===== src/rtl/sdram_request_queue_if.sv =====
// Host request/response and controller command signals of sdram_request_queue.
// slave: the queue itself; master: the host and controller it sits between.
interface sdram_request_queue_if #(
  parameter int ADDRESS_WIDTH = 22,
  parameter int DATA_WIDTH    = 16
);
  logic                     req_valid;
  logic                     req_ready;
  logic                     req_write;
  logic [ADDRESS_WIDTH-1:0] req_address;
  logic [DATA_WIDTH-1:0]    req_data;
  logic                     resp_valid;
  logic [DATA_WIDTH-1:0]    resp_data;
  logic                     write_complete;
  logic [1:0]               command;
  logic [ADDRESS_WIDTH-1:0] data_address;
  logic [DATA_WIDTH-1:0]    data_write;
  logic [DATA_WIDTH-1:0]    data_read;
  logic                     data_read_valid;
  logic                     data_write_done;
  logic                     busy;
  logic                     error;

  modport slave (
    input  req_valid, req_write, req_address, req_data,
    input  data_read, data_read_valid, data_write_done,
    output req_ready, resp_valid, resp_data, write_complete,
    output command, data_address, data_write, busy, error
  );

  modport master (
    output req_valid, req_write, req_address, req_data,
    output data_read, data_read_valid, data_write_done,
    input  req_ready, resp_valid, resp_data, write_complete,
    input  command, data_address, data_write, busy, error
  );
endinterface


===== src/rtl/sdram_request_queue.sv =====
// Buffers host requests in a FIFO and issues them one at a time to the as4c4m16sa controller.
// Optional command watchdog enabled by defining SDRAM_REQUEST_QUEUE_TIMEOUT_EN.
module sdram_request_queue #(
  parameter int DEPTH          = 4,
  parameter int ADDRESS_WIDTH  = 22,
  parameter int DATA_WIDTH     = 16,
  parameter int RELEASE_CYCLES = 2,
  parameter int TIMEOUT        = 1024
) (
  input  logic                 clk,
  input  logic                 reset,
  sdram_request_queue_if.slave bus
);
  localparam int PW = $clog2(DEPTH);
  localparam int RW = (RELEASE_CYCLES > 1) ? $clog2(RELEASE_CYCLES) : 1;
  localparam logic [RW-1:0] REL_LAST = RW'(RELEASE_CYCLES - 1);
  localparam logic [1:0] CMD_IDLE  = 2'd0;
  localparam logic [1:0] CMD_WRITE = 2'd1;
  localparam logic [1:0] CMD_READ  = 2'd2;

  typedef struct packed {
    logic                     write;
    logic [ADDRESS_WIDTH-1:0] address;
    logic [DATA_WIDTH-1:0]    data;
  } entry_t;

  typedef enum logic [1:0] {S_IDLE, S_WAIT, S_RELEASE} state_t;

  entry_t                   mem_q [DEPTH];
  logic [PW:0]              wr_ptr_q, wr_ptr_d, rd_ptr_q, rd_ptr_d;
  state_t                   state_q, state_d;
  logic [RW-1:0]            rel_cnt_q, rel_cnt_d;
  logic [1:0]               command_q, command_d;
  logic [ADDRESS_WIDTH-1:0] data_address_q, data_address_d;
  logic [DATA_WIDTH-1:0]    data_write_q, data_write_d;
  logic [DATA_WIDTH-1:0]    resp_data_q, resp_data_d;
  logic                     resp_valid_q, resp_valid_d;
  logic                     write_complete_q, write_complete_d;
  logic                     error_q, error_d;
  logic                     empty, full, push, pop;
  entry_t                   head, push_entry;

`ifdef SDRAM_REQUEST_QUEUE_TIMEOUT_EN
  localparam int TW = (TIMEOUT > 1) ? $clog2(TIMEOUT) : 1;
  localparam logic [TW-1:0] WD_LAST = TW'(TIMEOUT - 1);
  logic [TW-1:0] wd_cnt_q, wd_cnt_d;
`endif

  assign empty      = (wr_ptr_q == rd_ptr_q);
  assign full       = (wr_ptr_q[PW] != rd_ptr_q[PW]) && (wr_ptr_q[PW-1:0] == rd_ptr_q[PW-1:0]);
  assign push       = bus.req_valid && !full;
  assign pop        = (state_q == S_IDLE) && !empty;
  assign head       = mem_q[rd_ptr_q[PW-1:0]];
  assign push_entry = {bus.req_write, bus.req_address, bus.req_data};

  always_comb begin
    wr_ptr_d         = push ? wr_ptr_q + 1'b1 : wr_ptr_q;
    rd_ptr_d         = pop ? rd_ptr_q + 1'b1 : rd_ptr_q;
    state_d          = state_q;
    rel_cnt_d        = rel_cnt_q;
    command_d        = command_q;
    data_address_d   = data_address_q;
    data_write_d     = data_write_q;
    resp_data_d      = resp_data_q;
    resp_valid_d     = 1'b0;
    write_complete_d = 1'b0;
    error_d          = error_q;
`ifdef SDRAM_REQUEST_QUEUE_TIMEOUT_EN
    wd_cnt_d         = wd_cnt_q;
`endif
    case (state_q)
      S_IDLE: begin
        if (!empty) begin
          command_d      = head.write ? CMD_WRITE : CMD_READ;
          data_address_d = head.address;
          data_write_d   = head.data;
          state_d        = S_WAIT;
`ifdef SDRAM_REQUEST_QUEUE_TIMEOUT_EN
          wd_cnt_d       = '0;
`endif
        end
      end
      // Only the acknowledge that matches the pending command is honoured.
      S_WAIT: begin
        if (command_q == CMD_WRITE && bus.data_write_done) begin
          write_complete_d = 1'b1;
          command_d        = CMD_IDLE;
          rel_cnt_d        = '0;
          state_d          = S_RELEASE;
        end else if (command_q == CMD_READ && bus.data_read_valid) begin
          resp_valid_d = 1'b1;
          resp_data_d  = bus.data_read;
          command_d    = CMD_IDLE;
          rel_cnt_d    = '0;
          state_d      = S_RELEASE;
        end
`ifdef SDRAM_REQUEST_QUEUE_TIMEOUT_EN
        else if (TIMEOUT > 0 && wd_cnt_q == WD_LAST) begin
          error_d   = 1'b1;
          command_d = CMD_IDLE;
          rel_cnt_d = '0;
          state_d   = S_RELEASE;
        end else begin
          wd_cnt_d = wd_cnt_q + 1'b1;
        end
`endif
      end
      S_RELEASE: begin
        if (rel_cnt_q == REL_LAST) state_d = S_IDLE;
        else rel_cnt_d = rel_cnt_q + 1'b1;
      end
      default: state_d = S_IDLE;
    endcase
  end

  always_ff @(posedge clk) begin
    if (reset) begin
      wr_ptr_q         <= '0;
      rd_ptr_q         <= '0;
      state_q          <= S_IDLE;
      rel_cnt_q        <= '0;
      command_q        <= CMD_IDLE;
      data_address_q   <= '0;
      data_write_q     <= '0;
      resp_data_q      <= '0;
      resp_valid_q     <= 1'b0;
      write_complete_q <= 1'b0;
      error_q          <= 1'b0;
    end else begin
      wr_ptr_q         <= wr_ptr_d;
      rd_ptr_q         <= rd_ptr_d;
      state_q          <= state_d;
      rel_cnt_q        <= rel_cnt_d;
      command_q        <= command_d;
      data_address_q   <= data_address_d;
      data_write_q     <= data_write_d;
      resp_data_q      <= resp_data_d;
      resp_valid_q     <= resp_valid_d;
      write_complete_q <= write_complete_d;
      error_q          <= error_d;
    end
  end

`ifdef SDRAM_REQUEST_QUEUE_TIMEOUT_EN
  always_ff @(posedge clk) begin
    if (reset) wd_cnt_q <= '0;
    else       wd_cnt_q <= wd_cnt_d;
  end
`endif

  // Storage needs no reset: entries are only read behind the pointers.
  always_ff @(posedge clk) begin
    if (push) mem_q[wr_ptr_q[PW-1:0]] <= push_entry;
  end

  assign bus.req_ready      = !full;
  assign bus.resp_valid     = resp_valid_q;
  assign bus.resp_data      = resp_data_q;
  assign bus.write_complete = write_complete_q;
  assign bus.command        = command_q;
  assign bus.data_address   = data_address_q;
  assign bus.data_write     = data_write_q;
  assign bus.busy           = !empty || (state_q != S_IDLE);
  // A TIMEOUT of 0 disables the watchdog flag.
  assign bus.error          = error_q && (TIMEOUT > 0);
endmodule


===== src/flat_wrapper.sv =====
// flat-port wrapper written by rule: the top's interface ports become plain ports
module sdram_request_queue_flat 
#(
  parameter int DEPTH          = 4,
  parameter int ADDRESS_WIDTH  = 22,
  parameter int DATA_WIDTH     = 16,
  parameter int RELEASE_CYCLES = 2,
  parameter int TIMEOUT        = 1024
)
  (clk, reset, bus_req_valid, bus_req_write, bus_req_address, bus_req_data, bus_data_read, bus_data_read_valid, bus_data_write_done, bus_req_ready, bus_resp_valid, bus_resp_data, bus_write_complete, bus_command, bus_data_address, bus_data_write, bus_busy, bus_error);
  sdram_request_queue_if #(.ADDRESS_WIDTH(ADDRESS_WIDTH), .DATA_WIDTH(DATA_WIDTH)) bus_i ();
  input  logic clk;
  input  logic reset;
  input wire logic [$bits(bus_i.req_valid)-1:0] bus_req_valid;
  input wire logic [$bits(bus_i.req_write)-1:0] bus_req_write;
  input wire logic [$bits(bus_i.req_address)-1:0] bus_req_address;
  input wire logic [$bits(bus_i.req_data)-1:0] bus_req_data;
  input wire logic [$bits(bus_i.data_read)-1:0] bus_data_read;
  input wire logic [$bits(bus_i.data_read_valid)-1:0] bus_data_read_valid;
  input wire logic [$bits(bus_i.data_write_done)-1:0] bus_data_write_done;
  output wire logic [$bits(bus_i.req_ready)-1:0] bus_req_ready;
  output wire logic [$bits(bus_i.resp_valid)-1:0] bus_resp_valid;
  output wire logic [$bits(bus_i.resp_data)-1:0] bus_resp_data;
  output wire logic [$bits(bus_i.write_complete)-1:0] bus_write_complete;
  output wire logic [$bits(bus_i.command)-1:0] bus_command;
  output wire logic [$bits(bus_i.data_address)-1:0] bus_data_address;
  output wire logic [$bits(bus_i.data_write)-1:0] bus_data_write;
  output wire logic [$bits(bus_i.busy)-1:0] bus_busy;
  output wire logic [$bits(bus_i.error)-1:0] bus_error;
  assign bus_i.req_valid = bus_req_valid;
  assign bus_i.req_write = bus_req_write;
  assign bus_i.req_address = bus_req_address;
  assign bus_i.req_data = bus_req_data;
  assign bus_i.data_read = bus_data_read;
  assign bus_i.data_read_valid = bus_data_read_valid;
  assign bus_i.data_write_done = bus_data_write_done;
  assign bus_req_ready = bus_i.req_ready;
  assign bus_resp_valid = bus_i.resp_valid;
  assign bus_resp_data = bus_i.resp_data;
  assign bus_write_complete = bus_i.write_complete;
  assign bus_command = bus_i.command;
  assign bus_data_address = bus_i.data_address;
  assign bus_data_write = bus_i.data_write;
  assign bus_busy = bus_i.busy;
  assign bus_error = bus_i.error;
  sdram_request_queue #(.DEPTH(DEPTH), .ADDRESS_WIDTH(ADDRESS_WIDTH), .DATA_WIDTH(DATA_WIDTH), .RELEASE_CYCLES(RELEASE_CYCLES), .TIMEOUT(TIMEOUT)) u_core (.clk(clk), .reset(reset), .bus(bus_i));
endmodule

===== config.mk =====
export PLATFORM = sky130hd
export DESIGN_NAME = sdram_request_queue_flat
export DESIGN_NICKNAME = d
export VERILOG_FILES = /design/src/rtl/sdram_request_queue_if.sv /design/src/rtl/sdram_request_queue.sv /design/src/flat_wrapper.sv
export SDC_FILE = /design/constraint.sdc
export NUM_CORES = 1
export LEC_CHECK = 0
export CAP_MARGIN = 20
export CORE_MARGIN = 3
export CORE_UTILIZATION = 25
export DETAILED_ROUTE_END_ITERATION = 7
export GPL_TIMING_DRIVEN = 0
export PLACE_DENSITY = 0.47
export SETUP_SLACK_MARGIN = 0.05
export SYNTH_ARGS = -nofsm -noshare
export SYNTH_HDL_FRONTEND = slang
export SYNTH_SLANG_ARGS = --single-unit

===== constraint.sdc =====
create_clock -name clk -period 3 [get_ports clk]
set_clock_uncertainty 0.2 [all_clocks]
set_input_delay 0.9 -clock clk [delete_from_list [all_inputs] [get_ports clk]]
set_output_delay 0.9 -clock clk [all_outputs]
set_load 0.01 [all_outputs]

-- Word level (Yosys, flattened, before mapping)
Memories as Yosys holds them, arrays and structs flattened. A register that Yosys moved wholly into a read port is not among the register bits.
Index checks and enable logic that the tools add are counted.
- register bits after elaboration: 67
- RAM bits: 156
- input bits: 60
- output and inout bits: 61
- logic and storage cells: 66
- memories: 1
- memories (name ; words ; width ; rd ports ; clocked after memory_dff ; write ports ; RTL line ; source):
    u_core.mem_q ; 4 ; 39 ; 1 ; 1 ; 1 ; sdram_request_queue.sv:29 ; entry_t mem_q [DEPTH];
- $add $sub $neg: 3
- equal/unequal tests: 10
- mux-type cells: 20
- bitwise logic cells: 3
- reductions and logical operators: 19
- operators with widths (kind ; count):
    2-bit two-way mux ; 10
    3-bit AND reduction ; 3
    1-bit two-way mux ; 7
    3-bit by 1-bit adder with 3-bit output (second input constant) ; 2
    2-bit case mux with 3 select lines ; 1
    2-bit nonzero test ; 3
    1-bit logical AND ; 5
    2-bit by 1-bit equality test with 1-bit output (second input constant) ; 2
    2-bit equality test (second input constant) ; 2
    2-bit case mux with 2 select lines ; 1
    2-bit AND reduction ; 2
    3-bit equality test ; 1
    3-bit by 1-bit inequality test with 1-bit output (second input constant) ; 1
    1-bit inverter ; 3
    3-bit OR reduction ; 1
    2-bit equality test ; 1
    1-bit zero test ; 2
    2-bit zero test ; 1
    2-bit by 1-bit inequality test with 1-bit output (second input constant) ; 1
    2-bit inequality test (second input constant) ; 1
    1-bit case mux with 2 select lines ; 1
    2-bit OR reduction ; 1
    1-bit adder (second input constant) ; 1
    1-bit logical OR ; 1
    1-bit inequality test ; 1

-- Logic depth before layout (Yosys ltp)
Gate-level depths: netlist (run 1).
- depth after elaboration: 6
- gate-level depth with buffers: 8
- mapped depth without buffers: 6

-- Worst setup path after synthesis (run 1)
OpenSTA, ideal clock, no wires.
- kind: in2reg
- start: input port bus_req_valid
- end: memory u_core.mem_q[0][0] in the netlist's numbering, enable pin
- setup time: 400 ps
- arrival time: 2090 ps
- required time: 2400 ps
- slack: 310 ps
- cell stages on the path: 2
- buffers on the path: 0
- path through: o31a_1 -> and2_1
- longest elaborated chain between the ends: 3
- ends and longest elaborated chain (element ; RTL line ; source):
    start, declared ; flat_wrapper.sv:14 ; input wire logic [$bits(bus_i.req_valid)-1:0] bus_req_valid;
    1-bit logical AND ; sdram_request_queue.sv:51 ; assign push = bus.req_valid && !full;
    1-bit two-way mux ; sdram_request_queue.sv:153 ; if (push) mem_q[wr_ptr_q[PW-1:0]] <= push_entry;
    1-bit two-way mux (not written as such) ; sdram_request_queue.sv:153 ;
    end, declared ; sdram_request_queue.sv:29 ;
No other way between the ends.

-- Worst setup path after layout (run 1)
- start: register u_core.rd_ptr_q[1]
- end: output port bus_busy
- longest elaborated chain between the ends: 3
- ends and longest elaborated chain (element ; RTL line ; source):
    start, declared ; sdram_request_queue.sv:30 ; logic [PW:0] wr_ptr_q, wr_ptr_d, rd_ptr_q, rd_ptr_d;
    start signal, assigned ; sdram_request_queue.sv:131 ; rd_ptr_q <= rd_ptr_d;
    3-bit equality test ; sdram_request_queue.sv:49 ; assign empty = (wr_ptr_q == rd_ptr_q);
    1-bit zero test ; sdram_request_queue.sv:163 ; assign bus.busy = !empty || (state_q != S_IDLE);
    1-bit logical OR ; sdram_request_queue.sv:163 ;
    end, declared ; flat_wrapper.sv:28 ; output wire logic [$bits(bus_i.busy)-1:0] bus_busy;
No other way between the ends.

==> results of run 1 <==
==> per-stage QoR <==
stage / setup TNS [ns] / util [%]
2_1_floorplan: 0 / -
3_3_place_gp: -183.66 / 30.7
3_5_place_dp: -13.98 / 31.0
4_1_cts: 0 / 34.0
5_1_grt: 0 / 34.0
6_report: 0 / 34.0
==> what timing repair did <==
action | 4_1_cts | 5_1_grt
hold buffers | 0 | 0
gates cloned | 0 | 0
endpoints found under the setup margin | 2 | 2
resized for setup | 10 | 6
pin swaps | 0 | 1
==> power by group through the flow <==
stage	clock network [uW]	registers, uW	logic, uW
2_1_floorplan	0	4030	1280
6_report	3340	3920	2410
3_5_place_dp	0	3980	2470
5_1_grt	3560	3960	2690
3_3_place_gp	0	3990	2440
4_1_cts	3430	3920	2490
==> cells in the mapped netlist (2+ instances only) <==
| cell type | instances |
|---|---|
| edfxtp_1 | 156 |
| nand2_1 | 115 |
| dfxtp_1 | 69 |
| a21oi_1 | 57 |
| mux4_2 | 39 |
| clkbuf_1 | 16 |
| nor2_1 | 10 |
| ha_1 | 9 |
| inv_1 | 9 |
| buf_2 | 8 |
| xnor2_1 | 5 |
| mux2i_1 | 4 |
| xor2_1 | 4 |
| and2_1 | 3 |
| buf_1 | 2 |
| buf_4 | 2 |
| nand3b_1 | 2 |
| nand4b_1 | 2 |
| o311ai_1 | 2 |
| o31a_1 | 2 |
| o31ai_1 | 2 |
==> critical path, delay by kind of cell (launching register included) <==
kind | cells | cell delay (ns)
flops | 1 | 0.44
simple gates | 1 | 0.24
buf+inv | 3 | 0.41
xor+xnor | 1 | 0.15
==> cells by family (layout without fill, tap and decap cells) <==
| group | after synthesis | in the layout | share of synthesized area (%) |
|---|---|---|---|
| buf+inv | 38 | 209 | 2.02 |
| simple gates | 140 | 140 | 6.98 |
| fa+ha+maj | 9 | 9 | 1.36 |
| compound gates | 66 | 66 | 4.29 |
| other cells | 1 | 1 | 0.0453 |
| xor+xnor | 9 | 9 | 0.952 |
| flops | 225 | 225 | 73.3 |
| mux | 43 | 43 | 11.1 |
==> layer usage <==
metal,vias to the layer above,track usage [%]
met1,2307,14.6
met5,-,0
li1,2271,-
met4,4,2.89
met3,29,2.77
met2,130,18.1
==> flip-flops by register name, summed over array words and instances (netlist names), named ones only <==
name and cells:
u_core.bus.data_write 16, u_core.wr_ptr_q 3, u_core.rel_cnt_q 1, u_core.bus.data_address 22, u_core.bus.resp_valid 1, u_core.bus.write_complete 1, u_core.bus.command 2, u_core.rd_ptr_q 3
u_core.state_q 2, u_core.mem_q 156, u_core.bus.resp_data 16
==> cell usage in the layout, fill, tap and decap left out, types with 2 or more instances in the layout <==
master           netlist  routed
bufinv_16              0       5
o31a_1                 2       2
xnor2_2                0       3
clkinv_2               0       4
mux4_2                39      39
o311ai_1               2       2
edfxtp_1             156     156
buf_16                 0       2
clkbuf_8               0       3
ha_1                   9       8
buf_2                  8       8
nand2_1              115     115
nand3b_1               2       2
clkinv_1               0       6
nand4b_1               2       2
o31ai_1                2       2
clkbuf_16              0      26
dfxtp_1               69      63
and2_2                 0       3
mux2i_1                4       4
a21oi_1               57      57
buf_12                 0       2
clkdlybuf4s50_1        0     117
xnor2_1                5       2
xor2_1                 4       3
dfxtp_2                0       6
clkbuf_1              16      17
buf_4                  2       2
inv_1                  9       6
buf_1                  2       2
inv_2                  0       3
nor2_1                10      10
==> worst paths after layout <==
| check | endpoint | cells past startpoint |
|---|---|---|
| setup / recovery | bus_busy | 5 |
| hold / removal | u_core.bus.data_address[19] | 2 |
| hold reg to reg | u_core.bus.data_address[19] | 2 |
| setup reg to reg | u_core.mem_q[1][35] | 4 |
==> final cells by class <==
cell class                      count  area share (%)
Buffer                             29            1.21
Clock buffer                       30            6.27
Clock inverter                     18            2.03
Inverter                            9           0.304
Multi-Input combinational cell    268            18.9
Sequential cell                   225            54.7
Tap cell                          442            4.98
Timing Repair Buffer              123            11.6
==> results.ini, run 1 <==
[worst_setup_path]
worstSetupEndpointType = output port
cp_slowest_cell = dfxtp_1
rr_startpoint = u_core.rd_ptr_q[1]
cp_data_arrival_time_ns = 1.77
path_class = register to output port
worstSetupStartpoint = u_core.rd_ptr_q[1]
path_cells = xnor2_2 > and4_4 > buf_6 > inv_1 > dlygate4sd2_1
r2r_slack_ns = 0.50
slowest_delay_ns = 0.44
cp_data_required_time_ns = 1.90
worstSetupStartpointType = register
crit_fanout = 6

[synth]
yosys-top-cells-area = edfxtp_1, dfxtp_1, mux4_2
netlist_area_mm2 = 0.00828
synth_edf_count = 156
syn_inst = 531
synth_seq_cells = 225
synthArstFlopShare_pct = 0
ys_warn_count = 0
yosys.area.top_type = edfxtp_1
yosys.cell_types.count = 34
synth_top_area_share_pct = 56.6
synth_nets = 600
ys.flop_type = edfxtp_1
syn_avg_cell_area_um2 = 15.6
seq_area_frac_synth_pct = 73.3

[layout]
stdcell_count = 1144
seq_area_mm2 = 0.00607
final_area_mm2 = 0.0111
syn_to_final_growth_pct = 34.0
nNetsFinal = 751
n_fill_cell = 3174
multi_input_area_mm2 = 0.00209
antenna_cells = 0
layout-drive-gt1-share_pct = 16.1

[timing]
max_slew_margin_pct = 47.6
fin_crit_sh_pct = 95.7
slew_violations = 0
fin_hold_ws_ns = 0.251
max_freq_mhz = 348
layout_setup_ws_ns = 0.130
worst_slew_pin_slew_ns = 0.786
rsz0062_at_grt = yes
finalSetupViolations = 0
fin_crit_ns = 2.87
finalHoldViolCount = 0

[die]
die_w_um = 188
rows = 66
start_util_pct = 25.4
io_pins = 121
dieArea_mm2 = 0.0353
core_area_mm2 = 0.0326
die_h_um = 188

[drt]
drt_first_pass_iters = 5
viasPerCell = 4.14
ant_nets = 0
vias = 4741
met2_length_um = 9110
wl_per_cell_um = 17.2
drc = 0
drt_first_iter_violations = 228
wl_met3_um = 1120
topRoutingLayerUsed = met5
routed_wl_um = 19600
met1Wirelength_um = 8940

[cts]
clkSlewWorstSetupHoldPaths_ns = 0.06
post_cts_buffers = 0
cts_buffers = 26
cts-root-buf = clkbuf_16
cts.htree.levels = 1
clkSinkCount = 225
clk_latency_ns = 0.54
cts_tree = done
clk_path_buf_depth = 3

[run_status]
status = finished clean

[placement]
io_buffers = 119
dpl_cell_area_mm2 = 0.0101
place_congestion = 0.708
dp_hpwl_um = 12700
pre_cts_ws_ns = -0.235
post-place-cells = 1096

[hold_path]
hold_path_startpoint = u_core.bus.data_address[19]
hold_path.class = register to register

[power]
p_switching_uw = 2720
peakVddDrop_v = 0.000382
total_power_uw = 9670
comb_power_share_pct = 25.0
p_seq_share_pct = 40.5
power_switching_share_pct = 28.2
p_leak_uw = 0.00363
p_int_uw = 6950
p_clk_share_pct = 34.5
p_per_area_mw_per_mm2 = 871

[grt]
grt_pass1_vias = 4879
grt.overflow.total = 0
grt_start_max_net_pins = 27
grt_util_all_layers_pct = 11.0
grt_pass1_wl_um = 30000
grt_antenna_before_repair = 2

[run]
maxCapViolations = 0

(Power assumes the default switching activity.)
==> run 2, diff against run 1 <==
--- a/config.mk
+++ b/config.mk
@@ -8,6 +8,7 @@
 export CAP_MARGIN = 20
 export CORE_MARGIN = 3
 export CORE_UTILIZATION = 25
+export CTS_CLUSTER_DIAMETER = 50
 export DETAILED_ROUTE_END_ITERATION = 7
 export GPL_TIMING_DRIVEN = 0
 export PLACE_DENSITY = 0.47
==> results.ini, run 2 (synthesis results as in run 1) <==
[die]
io_pins = 121  ; unchanged
die_h_um = 188  ; unchanged
die_w_um = 188  ; unchanged
rows = 66  ; unchanged
start_util_pct = 25.4  ; unchanged
core_area_mm2 = 0.0326  ; unchanged
dieArea_mm2 = 0.0353  ; unchanged

[worst_setup_path]
cp_data_required_time_ns = 1.90  ; about the same
r2r_slack_ns = 0.51  ; was 0.50 ns
path_class = register to output port  ; unchanged
slowest_delay_ns = 0.35  ; was 0.44 ns
worstSetupEndpointType = output port  ; unchanged
cp_slowest_cell = dfxtp_2  ; was dfxtp_1
cp_data_arrival_time_ns = 1.74  ; was 1.77 ns
path_cells = xnor2_2 > and4_4 > buf_6 > inv_1 > clkdlybuf4s15_1  ; was xnor2_2 > and4_4 > buf_6 > inv_1 > dlygate4sd2_1
worstSetupStartpointType = register  ; unchanged
crit_fanout = 6  ; unchanged

[drt]
drc = 0  ; unchanged
vias = 4800  ; was 4741
wl_per_cell_um = 17.2  ; about the same
ant_nets = 0  ; unchanged
routed_wl_um = 19800  ; was 19600 um
drt_first_iter_violations = 203  ; was 228
drt_first_pass_iters = 7  ; was 5
viasPerCell = 4.15  ; was 4.14

[layout]
nNetsFinal = 759  ; was 751
antenna_cells = 0  ; unchanged
largest_register_ffs = 156  ; unchanged
layout_common_cells = edfxtp_1, clkdlybuf4s50_1, nand2_1  ; unchanged
stdcell_count = 1157  ; was 1144
mostFrequentLayoutCell = edfxtp_1  ; unchanged
layout-drive-gt1-share_pct = 17.9  ; was 16.1%
syn_to_final_growth_pct = 36.5  ; was 34.0%

[grt]
grt_pass1_wl_um = 30200  ; was 30000 um
grt_util_all_layers_pct = 11.1  ; was 11.0%
grt_start_max_net_pins = 27  ; unchanged
grt.overflow.total = 0  ; unchanged
grt_pass1_vias = 4942  ; was 4879
grt_antenna_before_repair = 2  ; unchanged

[cts]
clk_path_buf_depth = 3  ; unchanged
cts.htree.levels = 1  ; unchanged
cts_tree = done  ; unchanged
clkSlewWorstSetupHoldPaths_ns = 0.05  ; was 0.06 ns
cts_buffers = 31  ; was 26
hold_buffers = 0  ; unchanged
cts-root-buf = clkbuf_16  ; unchanged
clk_latency_ns = 0.55  ; was 0.54 ns
clkSinkCount = 225  ; unchanged

[timing]
fin_crit_sh_pct = 94.5  ; was 95.7%
finalSetupViolations = 0  ; unchanged
rsz0062_at_grt = no  ; was yes
fin_crit_ns = 2.84  ; was 2.87 ns
slew_violations = 0  ; unchanged
finalHoldViolCount = 0  ; unchanged
worst_slew_pin_slew_ns = 0.796  ; was 0.786 ns
max_freq_mhz = 353  ; was 348 MHz
max_slew_margin_pct = 47.0  ; was 47.6%

[run_status]
status = finished clean  ; unchanged

[placement]
post-place-cells = 1096  ; unchanged
place_congestion = 0.708  ; unchanged
dp_hpwl_um = 12700  ; unchanged
io_buffers = 119  ; unchanged

[hold_path]
hold_path.class = register to register  ; unchanged

[power]
peakVddDrop_v = 0.000404  ; was 0.000382 V
p_per_area_mw_per_mm2 = 903  ; was 871 mW/mm2
total_power_uw = 10200  ; was 9670 uW
p_leak_uw = 0.00372  ; was 0.00363 uW

[run]
maxCapViolations = 0  ; unchanged

[run 2: worst paths after layout]
path | from | to | cells after the start
worst max-delay path | u_core.rd_ptr_q[2] | bus_busy | 5
worst min-delay path | u_core.bus.data_address[10] | u_core.bus.data_address[10] | 2
worst max register to register | u_core.wr_ptr_q[0] | u_core.mem_q[0][7] | 4
worst min register to register | u_core.bus.data_address[10] | u_core.bus.data_address[10] | 2
[run 2: area by class of cell]
class	instances	area (um2)
timing repair buffer	126	1310
clock buffer	38	822
multi-input combinational	268	2090
tap	442	553
inverter	9	33.8
fill	3158	21300
clock inverter	20	288
sequential	225	6070
buffer	29	134
[run 2: power by group]
part           leakage, uW  internal, uW  switching (uW)
clock             0.000525          2470            1370
combinational      0.00120          1170            1280
sequential         0.00200          3710             210
[run 2: routing by layer]
layer | up-vias | routed length (um) | global-route usage (%)
met5 | - | 19 | 0
met4 | 4 | 402 | 2.91
met3 | 42 | 1220 | 3.08
met2 | 126 | 9210 | 18.1
met1 | 2338 | 8990 | 14.6
li1 | 2290 | - | -
[run 2: timing repair]
action | CTS | global route
endpoints found under the setup margin | 2 | 1
gates resized for setup | 11 | 7
pin swaps | 0 | 2
buffers inserted | 0 | 3
[run 2: critical path, delay by kind of cell (launching register included)]
kind / cells / cell delay [ns]
buf+inv: 3 / 0.36
xor+xnor: 1 / 0.22
simple gates: 1 / 0.25
flops: 1 / 0.35
[run 2: through the flow]
| stage | setup TNS (ns) | utilization [%] | hold slack (ns) | setup slack (ns) | instance area, um2 |
|---|---|---|---|---|---|
| 2_1_floorplan | 0 | - | 0.251 | 0.310 | 8280 |
| 3_3_place_gp | -183.66 | 30.7 | 0.243 | -1.31 | 10000 |
| 3_5_place_dp | -13.98 | 31.0 | 0.246 | -0.235 | 10100 |
| 4_1_cts | 0 | 34.5 | 0.254 | 0.0482 | 11300 |
| 5_1_grt | 0 | 34.7 | 0.277 | 0.0771 | 11300 |
| 6_report | 0 | 34.7 | 0.251 | 0.165 | 11300 |
==> run 3, diff against run 2 <==
==> constraint.sdc (replaced) <==
create_clock -name clk -period 3.2 [get_ports clk]
set_clock_uncertainty 0.2 [all_clocks]
set_input_delay 0.96 -clock clk [delete_from_list [all_inputs] [get_ports clk]]
set_output_delay 0.96 -clock clk [all_outputs]
set_load 0.01 [all_outputs]
==> results.ini, run 3 (synthesis results as in run 1) <==
[grt]
grt_pass1_wl_um = 30200  ; about the same
grt_pass1_vias = 4941  ; was 4942
grt_start_max_net_pins = 27  ; unchanged
grt_util_all_layers_pct = 11.1  ; about the same
grt.overflow.total = 0  ; unchanged
grt_antenna_before_repair = 2  ; unchanged

[timing]
rsz0062_at_grt = no  ; unchanged
slew_violations = 0  ; unchanged
worst_slew_pin_slew_ns = 0.805  ; was 0.796 ns
max_slew_margin_pct = 46.3  ; was 47.0%
finalSetupViolations = 0  ; unchanged
fin_crit_sh_pct = 94.6
max_freq_mhz = 330
fin_setup_tns_ns = 0  ; unchanged
fin_crit_ns = 3.03
finalHoldViolCount = 0  ; unchanged

[drt]
wl_per_cell_um = 17.1  ; was 17.2 um
routed_wl_um = 19800  ; about the same
drc = 0  ; unchanged
drt_first_pass_iters = 7  ; unchanged
viasPerCell = 4.16  ; was 4.15
vias = 4803  ; was 4800
drt_first_iter_violations = 172  ; was 203
ant_nets = 0  ; unchanged

[worst_setup_path]
rr_startpoint = u_core.rd_ptr_q[0]  ; was u_core.wr_ptr_q[0]
cp_slowest_cell = clkdlybuf4s50_1  ; was dfxtp_2
cp_data_required_time_ns = 2.04  ; was 1.90 ns
path_class = register to output port  ; unchanged
cp_data_arrival_time_ns = 1.87  ; was 1.74 ns
path_cells = xor2_2 > nand3_1 > clkdlybuf4s50_1  ; was xnor2_2 > and4_4 > buf_6 > inv_1 > clkdlybuf4s15_1
critPathTopFamily = buffers and inverters  ; unchanged
worstSetupStartpointType = register  ; unchanged
worstSetupEndpointType = output port  ; unchanged
slowest_delay_ns = 0.52  ; was 0.35 ns
crit_fanout = 4  ; was 6
worstSetupStartpoint = u_core.rd_ptr_q[2]  ; unchanged
worstPathBufferInverterCount = 1  ; was 3

[hold_path]
hold_path.class = register to register  ; unchanged
hold_path_startpoint = u_core.bus.data_address[10]  ; unchanged

[layout]
layout-drive-gt1-share_pct = 16.6  ; was 17.9%
syn_to_final_growth_pct = 36.0  ; was 36.5%
layout_common_cells = edfxtp_1, clkdlybuf4s50_1, nand2_1  ; unchanged
stdcell_count = 1154  ; was 1157
nNetsFinal = 756  ; was 759
multi_input_area_mm2 = 0.00208  ; was 0.00209 mm2
n_fill_cell = 3158  ; unchanged
largest_register_ffs = 156  ; unchanged
mostFrequentLayoutCell = edfxtp_1  ; unchanged
seq_area_mm2 = 0.00607  ; about the same
antenna_cells = 0  ; unchanged

[die]
die_w_um = 188  ; unchanged
rows = 66  ; unchanged
dieArea_mm2 = 0.0353  ; unchanged
die_h_um = 188  ; unchanged
start_util_pct = 25.4  ; unchanged
core_area_mm2 = 0.0326  ; unchanged
io_pins = 121  ; unchanged

[power]
total_power_uw = 9540  ; was 10200 uW
p_leak_uw = 0.00370  ; was 0.00372 uW
peakVddDrop_v = 0.000381  ; was 0.000404 V
p_per_area_mw_per_mm2 = 847  ; was 903 mW/mm2

[cts]
clkSlewWorstSetupHoldPaths_ns = 0.05  ; about the same
clk_latency_ns = 0.55  ; about the same
cts-root-buf = clkbuf_16  ; unchanged
post_cts_buffers = 0  ; unchanged
cts_buffers = 31  ; unchanged
cts.htree.levels = 1  ; unchanged
clkSinkCount = 225  ; unchanged
cts_tree = done  ; unchanged
clk_path_buf_depth = 3  ; unchanged

[run]
maxCapViolations = 0  ; unchanged

[run_status]
status = finished clean  ; unchanged

[placement]
io_buffers = 119  ; unchanged
post-place-cells = 1096  ; unchanged
place_congestion = 0.708  ; unchanged
dp_hpwl_um = 12700  ; unchanged

[run 3: tightest hold or removal path, cell delays in order (launching register included)]
cell and delay (ns):
dfxtp_1 0.30, nand2_1 0.05, a21oi_1 0.05
[run 3: worst paths after layout]
kind,cells after the start,endpoint,slack (ns)
setup reg to reg,4,u_core.mem_q[0][12],0.70
hold / removal,2,u_core.bus.data_address[10],0.25
setup / recovery,3,bus_req_ready,0.17
hold reg to reg,2,u_core.bus.data_address[10],0.25
[run 3: through the flow]
| stage | area, um2 | setup WS (ns) | hold WS [ns] | util (%) |
|---|---|---|---|---|
| 2_1_floorplan | 8280 | 0.450 | 0.251 | - |
| 3_3_place_gp | 10000 | -1.17 | 0.243 | 30.7 |
| 3_5_place_dp | 10100 | -0.0946 | 0.246 | 31.0 |
| 4_1_cts | 11300 | 0.0832 | 0.254 | 34.5 |
| 5_1_grt | 11300 | 0.0873 | 0.277 | 34.5 |
| 6_report | 11300 | 0.172 | 0.251 | 34.5 |
[run 3: layout make-up]
cell class	instances	share of cell area, %
Sequential cell	225	53.9
Multi-Input combinational cell	268	18.4
Timing Repair Buffer	123	11.4
Clock buffer	38	7.30
Tap cell	442	4.91
Clock inverter	20	2.55
Buffer	29	1.19
Inverter	9	0.300
[run 3: routing by layer]
layer	share of wire (%)	wire length [um]	GRT usage (%)	vias up
li1	-	-	-	2281
met1	45	8980	14.6	2344
met2	46	9150	18.0	132
met3	6.2	1240	3.07	42
met4	2.1	406	2.91	4
met5	0.096	19	0	-
[run 3: power breakdown]
group | leakage (uW) | internal (uW) | switching [uW]
combinational | 0.00118 | 1070 | 1190
sequential | 0.00200 | 3480 | 193
clock | 0.000525 | 2320 | 1290
[run 3: timing repair]
| action | 4_1_cts | 5_1_grt |
|---|---|---|
| hold buffers | 0 | 0 |
| gates resized for setup | 7 | 2 |
| setup endpoints to repair | 1 | 1 |
